### config.mk
export PLATFORM = sky130hd
export DESIGN_NAME = jump_redirect_unit
export DESIGN_NICKNAME = d
export VERILOG_FILES = /design/src/rtl/jump_redirect_unit_pkg.sv /design/src/rtl/jump_redirect_unit_ras_stack.sv /design/src/rtl/jump_redirect_unit.sv
export SDC_FILE = /design/constraint.sdc
export NUM_CORES = 1
export LEC_CHECK = 0
export BUFFER_PORTS_ARGS = -buffer_cell sky130_fd_sc_hd__buf_2
export CORE_MARGIN = 2
export CORE_UTILIZATION = 62
export DETAILED_ROUTE_END_ITERATION = 8
export PLACE_DENSITY = 0.89
export RECOVER_POWER = 50
export SETUP_SLACK_MARGIN = 0.4
export SLEW_MARGIN = 30
export SYNTH_ARGS = -nofsm -noshare
export SYNTH_HDL_FRONTEND = slang
export SYNTH_HIERARCHICAL = 1
export SYNTH_SLANG_ARGS = --single-unit
### constraint.sdc
create_clock -name clk -period 9.1 [get_ports clk]
set_input_delay 2.73 -clock clk [delete_from_list [all_inputs] [get_ports clk]]
set_output_delay 2.73 -clock clk [all_outputs]
set_load 0.05 [all_outputs]
### src/rtl/jump_redirect_unit_pkg.sv
// Shared definitions for the jump redirect unit: opcode encodings and default widths.
package jump_redirect_unit_pkg;

    localparam int PC_W_DEF = 8;
    localparam int OP_W     = 3;

    typedef enum logic [OP_W-1:0] {
        OP_NONE = 3'd0,
        OP_JMP  = 3'd1,
        OP_BEQ  = 3'd2,
        OP_BNE  = 3'd3,
        OP_CALL = 3'd4,
        OP_RET  = 3'd5
    } op_e;

endpackage

### src/rtl/jump_redirect_unit_ras_stack.sv
// Circular return-address stack: push/pop on posedge, overwrite-oldest on overflow.
// Sticky ovf/unf flags clear only on reset; top is the most recent entry (combinational).
module jump_redirect_unit_ras_stack
    import jump_redirect_unit_pkg::*;
#(
    parameter int PC_W      = PC_W_DEF,
    parameter int RAS_DEPTH = 4,
    localparam int SP_W     = $clog2(RAS_DEPTH),
    localparam int DEP_W    = SP_W + 1
) (
    input  logic             clk,
    input  logic             reset,
    input  logic             push,
    input  logic             pop,
    input  logic [PC_W-1:0]  push_dat,
    output logic [PC_W-1:0]  top,
    output logic [DEP_W-1:0] depth,
    output logic             ovf,
    output logic             unf
);

    logic [PC_W-1:0]  r_entry [RAS_DEPTH];
    logic [SP_W-1:0]  r_sp;
    logic [DEP_W-1:0] r_depth;
    logic             r_ovf;
    logic             r_unf;
    logic [SP_W-1:0]  w_sp_m1;
    logic             w_full;
    logic             w_empty;

    assign w_sp_m1 = r_sp - SP_W'(1);
    assign w_full  = (r_depth == DEP_W'(RAS_DEPTH));
    assign w_empty = (r_depth == '0);

    // sp wraps naturally because RAS_DEPTH is a power of two
    always_ff @(posedge clk or negedge reset) begin
        if (!reset) begin
            r_sp    <= '0;
            r_depth <= '0;
            r_ovf   <= 1'b0;
            r_unf   <= 1'b0;
            for (int i = 0; i < RAS_DEPTH; i++) begin
                r_entry[i] <= '0;
            end
        end else if (push) begin
            r_entry[r_sp] <= push_dat;
            r_sp          <= r_sp + SP_W'(1);
            if (w_full) begin
                r_ovf <= 1'b1;
            end else begin
                r_depth <= r_depth + DEP_W'(1);
            end
        end else if (pop) begin
            if (w_empty) begin
                r_unf <= 1'b1;
            end else begin
                r_sp    <= w_sp_m1;
                r_depth <= r_depth - DEP_W'(1);
            end
        end
    end

    assign top   = r_entry[w_sp_m1];
    assign depth = r_depth;
    assign ovf   = r_ovf;
    assign unf   = r_unf;

endmodule

### src/rtl/jump_redirect_unit.sv
// Fetch-redirect producer: combinational jflag/new_jadd for JMP/BEQ/BNE/CALL/RET plus a RAS.
// Optional saturating redirect counter enabled by the REDIRECT_CNT_EN macro.
module jump_redirect_unit
    import jump_redirect_unit_pkg::*;
#(
    parameter int              PC_W      = PC_W_DEF,
    parameter int              RAS_DEPTH = 4,
    parameter logic [PC_W-1:0] RST_VEC   = '0,
    localparam int             DEP_W     = $clog2(RAS_DEPTH) + 1
) (
    input  logic             clk,
    input  logic             reset,
    input  logic             instr_valid,
    input  logic [PC_W-1:0]  pc,
    input  logic [OP_W-1:0]  op,
    input  logic [PC_W-1:0]  offset,
    input  logic             cmp_eq,
    output logic             jflag,
    output logic [PC_W-1:0]  new_jadd,
    output logic [DEP_W-1:0] ras_depth,
    output logic             ras_ovf,
    output logic             ras_unf
`ifdef REDIRECT_CNT_EN
    ,
    output logic [15:0]      redirect_cnt
`endif
);

    logic [PC_W-1:0] w_tgt;
    logic [PC_W-1:0] w_ret;
    logic [PC_W-1:0] w_top;
    logic [PC_W-1:0] w_sel;
    logic            w_take;
    logic            w_push;
    logic            w_pop;
    logic            w_empty;

    // Same-width add is the sign-extended add truncated to PC_W
    assign w_tgt   = pc + offset;
    assign w_ret   = pc + {{(PC_W-1){1'b0}}, 1'b1};
    assign w_push  = instr_valid && (op == OP_CALL);
    assign w_pop   = instr_valid && (op == OP_RET);
    assign w_empty = (ras_depth == '0);

    always_comb begin
        w_take = 1'b0;
        w_sel  = w_tgt;
        if (instr_valid) begin
            case (op)
                OP_JMP, OP_CALL: w_take = 1'b1;
                OP_BEQ:          w_take = cmp_eq;
                OP_BNE:          w_take = ~cmp_eq;
                OP_RET: begin
                    w_take = 1'b1;
                    w_sel  = w_empty ? RST_VEC : w_top;
                end
                default:         w_take = 1'b0;
            endcase
        end
    end

    assign jflag    = reset & w_take;
    assign new_jadd = jflag ? w_sel : '0;

    jump_redirect_unit_ras_stack #(
        .PC_W      (PC_W),
        .RAS_DEPTH (RAS_DEPTH)
    ) u_ras (
        .clk      (clk),
        .reset    (reset),
        .push     (w_push),
        .pop      (w_pop),
        .push_dat (w_ret),
        .top      (w_top),
        .depth    (ras_depth),
        .ovf      (ras_ovf),
        .unf      (ras_unf)
    );

`ifdef REDIRECT_CNT_EN
    logic [15:0] r_redirect_cnt;

    always_ff @(posedge clk or negedge reset) begin
        if (!reset) begin
            r_redirect_cnt <= '0;
        end else if (jflag && (r_redirect_cnt != 16'hFFFF)) begin
            r_redirect_cnt <= r_redirect_cnt + 16'd1;
        end
    end

    assign redirect_cnt = r_redirect_cnt;
`endif

endmodule

==> flow_metrics.py, run 1 <==
metrics = {
    "run_status": {
        "outcome": "complete, no violations",
    },
    "logic_synthesis": {
        "syn_area_um2": 2570,
        "yosysMostFrequentCell": "dfrtp_1",
        "synth_edf_count": 0,
        "synth_area_leaders": "dfrtp_1 38%, mux2_4 14%, mux4_2 7.0%, ha_1 5.8%, mux2_2 3.5%",
        "syn_inst": 210,
        "ys.flop_type": "dfrtp_1",
        "synth_nets": 247,
        "synth_cell_types": 55,
        "ys.warnings.count": 6,
        "synth_common_cells": "39 x dfrtp_1, 24 x mux2_4, 12 x ha_1",
        "synth_largest_area_cell": "dfrtp_1",
        "ys_ff_latch": 39,
        "async_reset_ff_frac": 1.00,
        "synth.avg_cell_area_um2": 12.2,
        "yosysTopAreaCellShare": 0.380,
        "ys_seq_area_frac": 0.380,
    },
    "power": {
        "p_clk_frac": 0.191,
        "internal_power_w": 0.000500,
        "peakVddDrop_mv": 0.130,
        "p_seq_frac": 0.399,
        "leakage_nw": 1.40,
        "power_density_nw_per_um2": 270,
        "p_sw_frac": 0.357,
        "netSwitchingPower_w": 0.000277,
        "combPwrFrac": 0.410,
    },
    "global_routing": {
        "grtUsageTotal": 0.264,
        "antenna_found_initial": 0,
        "grt_max_degree": 41,
        "overflow": 0,
        "first_global_vias": 1815,
        "grt_first_pass_wirelength_mm": 8.87,
    },
    "timing": {
        "fin_crit_sh": 0.824,
        "clock_skew_ns": 0.00509,
        "hold_viol_final": 0,
        "finalSetupViolations": 0,
        "tightestPinTransition_ns": 0.910,
        "max-slew-margin-rel": 0.393,
        "tns_ns": 0,
        "rsz0062_at_grt": "no",
        "max_freq_mhz": 133,
        "drv_slew": 0,
        "setup_ws_ns": 1.60,
        "worst_hold_slack_ns": 0.474,
        "fin_crit_ns": 7.50,
    },
    "layout": {
        "diodes": 0,
        "area_delta_synth_final_pct": 12.0,
        "drive_above_1_share": 0.360,
        "final_nets": 286,
        "final_cell_area_um2": 2880,
        "layoutNonFillerInstCount": 300,
    },
    "cts": {
        "cts_tree": "built",
        "cts_made_buffers": 5,
        "clk_latency_ns": 0.29,
        "clockRootBuffer": "clkbuf_8",
        "path_clk_slew_ns": 0.07,
        "cts_max_level": 2,
        "clock-sinks": 39,
        "cts_resized": 0,
        "cts_hold_buf": 0,
        "cts_max_path_buffers": 2,
        "postCtsSetupBuffers": 0,
    },
    "routing": {
        "vias_per_cell": 6.24,
        "first_pass_iters": 4,
        "drc": 0,
        "dr.first_iter.drc_count": 130,
        "antenna_left": 0,
        "vias": 1873,
        "drt-total-wl_mm": 5.61,
        "wl_per_cell_um": 18.7,
    },
    "die": {
        "die_area_um2": 4680,
        "fp-row-count": 23,
        "chipWidth_um": 68.4,
        "initial_utilization": 0.643,
        "pin_count": 37,
        "die_y_um": 68.4,
        "coreArea_um2": 4000,
    },
    "setup_path": {
        "cp_max_fo": 5,
        "endpoint_kind": "output pin",
        "cp_common_cell": "buf_2",
        "path_class": "input pin to output pin",
        "crit_required_ns": 6.37,
        "cp.arrival_ns": 4.77,
        "slowest_delay_ns": 0.44,
        "path_cells": "buf_2 > ha_1 > fa_1 > a211oi_2 > o21bai_1 > or3_1 > a311oi_1 > buf_2",
        "crit_slowest_cell": "fa_1",
        "start_kind": "input pin",
    },
    "place": {
        "io_buffers": 36,
        "hpwl_mm": 4.12,
        "gp_congestion": 0.740,
        "dp_cells": 292,
        "postPlaceCellArea_um2": 2800,
        "preCtsSetupSlack_ns": 1.62,
    },
    "job": {
        "maxCapViolations": 0,
    },
    "worst_hold_path": {
        "hold_class": "register to register",
    },
}
[state kept, by name, summed over array words and instances, names as in the netlist]
register,flops
u_ras/depth,3
u_ras/ovf,1
u_ras/r_entry,32
u_ras/r_sp,2
u_ras/unf,1
[power groups by stage]
stage / registers [W] / logic [W] / clock network [W]
floorplan: 0.000302 / 0.000254 / 0
global placement: 0.000304 / 0.000309 / 0
detailed placement: 0.000312 / 0.000322 / 0
CTS: 0.000310 / 0.000325 / 0.000151
global route: 0.000321 / 0.000341 / 0.000160
finish: 0.000310 / 0.000318 / 0.000148
[cells in the final DEF (no fill, tap or decap), drive strengths merged, types with 2 or more instances in the layout]
cell type  instances
inv               11
o31ai              2
buf               35
a21oi             10
o21a               2
a21o               3
clkbuf             9
nand3              8
a311oi             3
ha                12
nor3               3
or3                2
a31oi              2
mux2              32
fa                 2
a211o              2
nand2b             4
xor2               3
o21ai              6
mux4               8
nor2               9
a211oi             4
dfrtp             39
nand2             12
xnor2              6
nand3b             2
[per-stage QoR]
| stage | utilization | power (W) |
|---|---|---|
| after floorplan | - | 0.000556 |
| after global placement | 0.699 | 0.000613 |
| after detailed placement | 0.699 | 0.000635 |
| after CTS | 0.728 | 0.000787 |
| after global routing | 0.720 | 0.000822 |
| final | 0.720 | 0.000777 |
[worst paths after layout]
check / startpoint / to / slack (ns) / cells after the start
max reg2reg: u_ras/r_sp[0] / u_ras/r_entry[13] / 7.03 / 4
min reg2reg: u_ras/unf / u_ras/unf / 0.47 / 2
max in group asynchronous: reset / u_ras/r_entry[6] / 6.27 / 2
max: pc[0] / new_jadd[6] / 1.60 / 8
min: u_ras/unf / u_ras/unf / 0.47 / 2
min in group asynchronous: reset / u_ras/r_entry[20] / 2.49 / 2
[metal layers]
layer,wire length [µm],up-vias,track usage
met1,2430,952,0.340
met3,200,6,0.0493
met4,30,0,0.0700
li1,-,866,-
met2,2950,49,0.454
met5,0,-,0
[critical path: cells and delay by family]
kind                     cells  cell delay [ns]
buffers and inverters        2             0.45
AND/OR/NAND/NOR              1             0.32
adder cells (fa/ha/maj)      2             0.67
AO/OA/AOI/OAI                3             0.59
[cell families (layout without fill, tap and decap cells)]
family / Yosys count / count (layout) / share of synthesized area
AOI/OAI and AO/OA: 44 / 44 / 0.128
buffers and inverters: 17 / 57 / 0.0307
adders and majority gates: 14 / 14 / 0.0740
DFF: 39 / 39 / 0.380
xor gates and xnor gates: 9 / 9 / 0.0307
and+or+nand+nor: 46 / 46 / 0.109
muxes: 41 / 41 / 0.249
[layout make-up]
class / instances / area (µm²)
Sequential cell: 39 / 976
Multi-Input combinational cell: 154 / 1490
Clock inverter: 2 / 35.0
Inverter: 11 / 41.3
Fill cell: 279 / 1120
Timing Repair Buffer: 38 / 189
Clock buffer: 6 / 82.6
Tap cell: 50 / 62.6
Note: power is estimated with default switching activity, not from simulation.
==> inputs of run 2 (changes only) <==
--- a/config.mk
+++ b/config.mk
@@ -7,9 +7,9 @@
 export LEC_CHECK = 0
 export BUFFER_PORTS_ARGS = -buffer_cell sky130_fd_sc_hd__buf_2
 export CORE_MARGIN = 2
-export CORE_UTILIZATION = 62
+export CORE_UTILIZATION = 57
 export DETAILED_ROUTE_END_ITERATION = 8
-export PLACE_DENSITY = 0.89
+export PLACE_DENSITY = 0.84
 export RECOVER_POWER = 50
 export SETUP_SLACK_MARGIN = 0.4
 export SLEW_MARGIN = 30
==> constraint.sdc (replaced) <==
create_clock -name clk -period 7.8 [get_ports clk]
set_input_delay 2.34 -clock clk [delete_from_list [all_inputs] [get_ports clk]]
set_output_delay 2.34 -clock clk [all_outputs]
set_load 0.05 [all_outputs]
==> run 2 against run 1 <==
  * Sequential share of layout area is 0.68 points higher
  * The flow now finishes with violations (max-capacitance violations, max-slew violations)
  * Combinational power is 13% higher
  * Register-to-register slack lost 1.4 ns
  * Sequential power up 17%
  * Die area grew 8.2%
  * Clock power fell by 13%
  * Via count grew 0.11%
  * Largest power group is now registers
  * Worst hold slack worse by 0.0090 ns
==> flow_metrics.py, run 2 (same netlist as run 1, synthesis figures left out) <==
metrics = {
    "run_status": {
        "outcome": "finished, violations left",
        "violations": "max-capacitance violations, max-slew violations",
    },
    "timing": {
        "finalSetupViolations": 0,
        "rsz0062_at_grt": "no",
        "clock_skew_ns": 0.00368,
        "fin_crit_ns": 6.69,
        "hold_viol_final": 0,
        "fin_crit_sh": 0.857,
        "tightestPinTransition_ns": 2.08,
        "max-slew-margin-rel": -0.383,
        "tns_ns": 0,
        "setup_ws_ns": 1.11,
        "max_freq_mhz": 150,
        "drv_slew": 40,
    },
    "die": {
        "fp-row-count": 24,
        "pin_count": 37,
        "chipWidth_um": 71.2,
        "initial_utilization": 0.591,
        "coreArea_um2": 4350,
        "die_y_um": 71.2,
        "die_area_um2": 5060,
    },
    "layout": {
        "mostFrequentLayoutCell": "dfrtp_1",
        "layout_common_cells": "39 x dfrtp_1, 35 x buf_2, 20 x mux2_4",
        "diodes": 0,
        "drive_above_1_share": 0.344,
        "nFillCells": 339,
        "area_delta_synth_final_pct": 9.83,
        "final_nets": 286,
        "regMostFlops": "u_ras/r_entry",
        "largest_reg_flops": 32,
    },
    "routing": {
        "antenna_left": 0,
        "drt-total-wl_mm": 5.50,
        "vias": 1875,
        "drc": 0,
        "vias_per_cell": 6.21,
        "dr.first_iter.drc_count": 147,
        "wl_per_cell_um": 18.2,
        "first_pass_iters": 4,
    },
    "power": {
        "netSwitchingPower_w": 0.000314,
        "p_sw_frac": 0.369,
        "peakVddDrop_mv": 0.132,
        "combPwrFrac": 0.421,
        "p_seq_frac": 0.427,
        "p_clk_frac": 0.152,
        "power_density_nw_per_um2": 301,
        "leakage_nw": 1.37,
        "internal_power_w": 0.000537,
    },
    "setup_path": {
        "endpoint_kind": "output pin",
        "path_class": "input pin to output pin",
        "rrSetupSlack_ns": 5.68,
        "endpoint": "new_jadd[6]",
        "cp-startpoint": "pc[0]",
        "cp_max_fo": 5,
        "r2r_end": "u_ras/r_entry[8]",
        "start_kind": "input pin",
        "cp.arrival_ns": 4.35,
        "rr_worst_depth": 4,
        "r2r_start": "u_ras/r_sp[0]",
        "crit_required_ns": 5.46,
    },
    "global_routing": {
        "grt_first_pass_wirelength_mm": 9.27,
        "overflow": 0,
        "antenna_found_initial": 0,
        "grt_max_degree": 40,
        "first_global_vias": 1905,
        "grtUsageTotal": 0.235,
    },
    "cts": {
        "cts_tree": "built",
        "clock-sinks": 39,
        "clk_latency_ns": 0.28,
        "cts_max_path_buffers": 2,
        "cts_resized": 0,
        "cts_hold_buf": 0,
        "postCtsSetupBuffers": 0,
        "clockRootBuffer": "clkbuf_8",
        "cts_made_buffers": 5,
        "path_clk_slew_ns": 0.07,
        "cts_max_level": 2,
    },
    "worst_hold_path": {
        "hold_class": "register to register",
    },
    "place": {
        "gp_congestion": 0.859,
        "io_buffers": 36,
        "hpwl_mm": 4.00,
        "preCtsSetupSlack_ns": 1.11,
    },
    "job": {
        "maxCapViolations": 1,
    },
}
## run 2: cell count changes in the layout (fill, tap and decap cells not counted), sizes merged
| cell | before | now |
|---|---|---|
| clkbuf | 9 | 10 |
| bufinv | 1 | 0 |
## run 2: layer usage
layer  routed length (µm)  global-route usage  vias to the layer above
met5                    0                   0                        -
met2                 2700               0.374                       47
met1                 2520               0.326                      953
met4                   77              0.0818                        0
li1                     -                   -                      867
met3                  199              0.0399                        8
## run 2: power groups by stage
stage	clock network, W	registers (W)	logic, W
6_report	0.000129	0.000364	0.000359
4_1_cts	0.000133	0.000363	0.000373
2_1_floorplan	0	0.000352	0.000297
3_3_place_gp	0	0.000357	0.000359
5_1_grt	0.000140	0.000378	0.000386
3_5_place_dp	0	0.000366	0.000370
## run 2: cell type report
cell class	count	area, µm²	area share
multi-input cells	154	1470	0.522
inverters	11	41.3	0.0146
well taps	52	65.1	0.0230
repair buffers	38	186	0.0660
clock buffers	7	76.3	0.0270
clock inverters	1	5.00	0.00177
flip-flops and latches	39	976	0.346
## run 2: worst max-delay path, cell delays in order
cell and delay [ns]:
buf_2 0.13, ha_1 0.21, fa_1 0.44, a211oi_2 0.23, o21bai_1 0.12, or3_1 0.32
a311oi_1 0.25, buf_2 0.30
## run 2: how the worst min path moves through the flow
stage	start	end	slack [ns]	cells past startpoint
final	u_ras/ovf	u_ras/ovf	0.47	2
after global routing	u_ras/unf	u_ras/unf	0.52	2
after CTS	u_ras/ovf	u_ras/ovf	0.47	2
after detailed placement	u_ras/ovf	u_ras/ovf	0.45	2
after global placement	u_ras/unf	u_ras/unf	0.44	2
after floorplan	u_ras/r_entry[24]	u_ras/r_entry[24]	0.47	1
## run 2: per-stage QoR
stage	instance area, µm²	power (W)	hold slack, ns	instances	util
6_report	2820	0.000851	0.465	302	0.649
3_5_place_dp	2800	0.000736	0.451	294	0.643
4_1_cts	2880	0.000869	0.470	302	0.661
3_3_place_gp	2800	0.000716	0.440	294	0.643
5_1_grt	2820	0.000903	0.516	302	0.649
2_1_floorplan	2570	0.000649	0.474	210	-
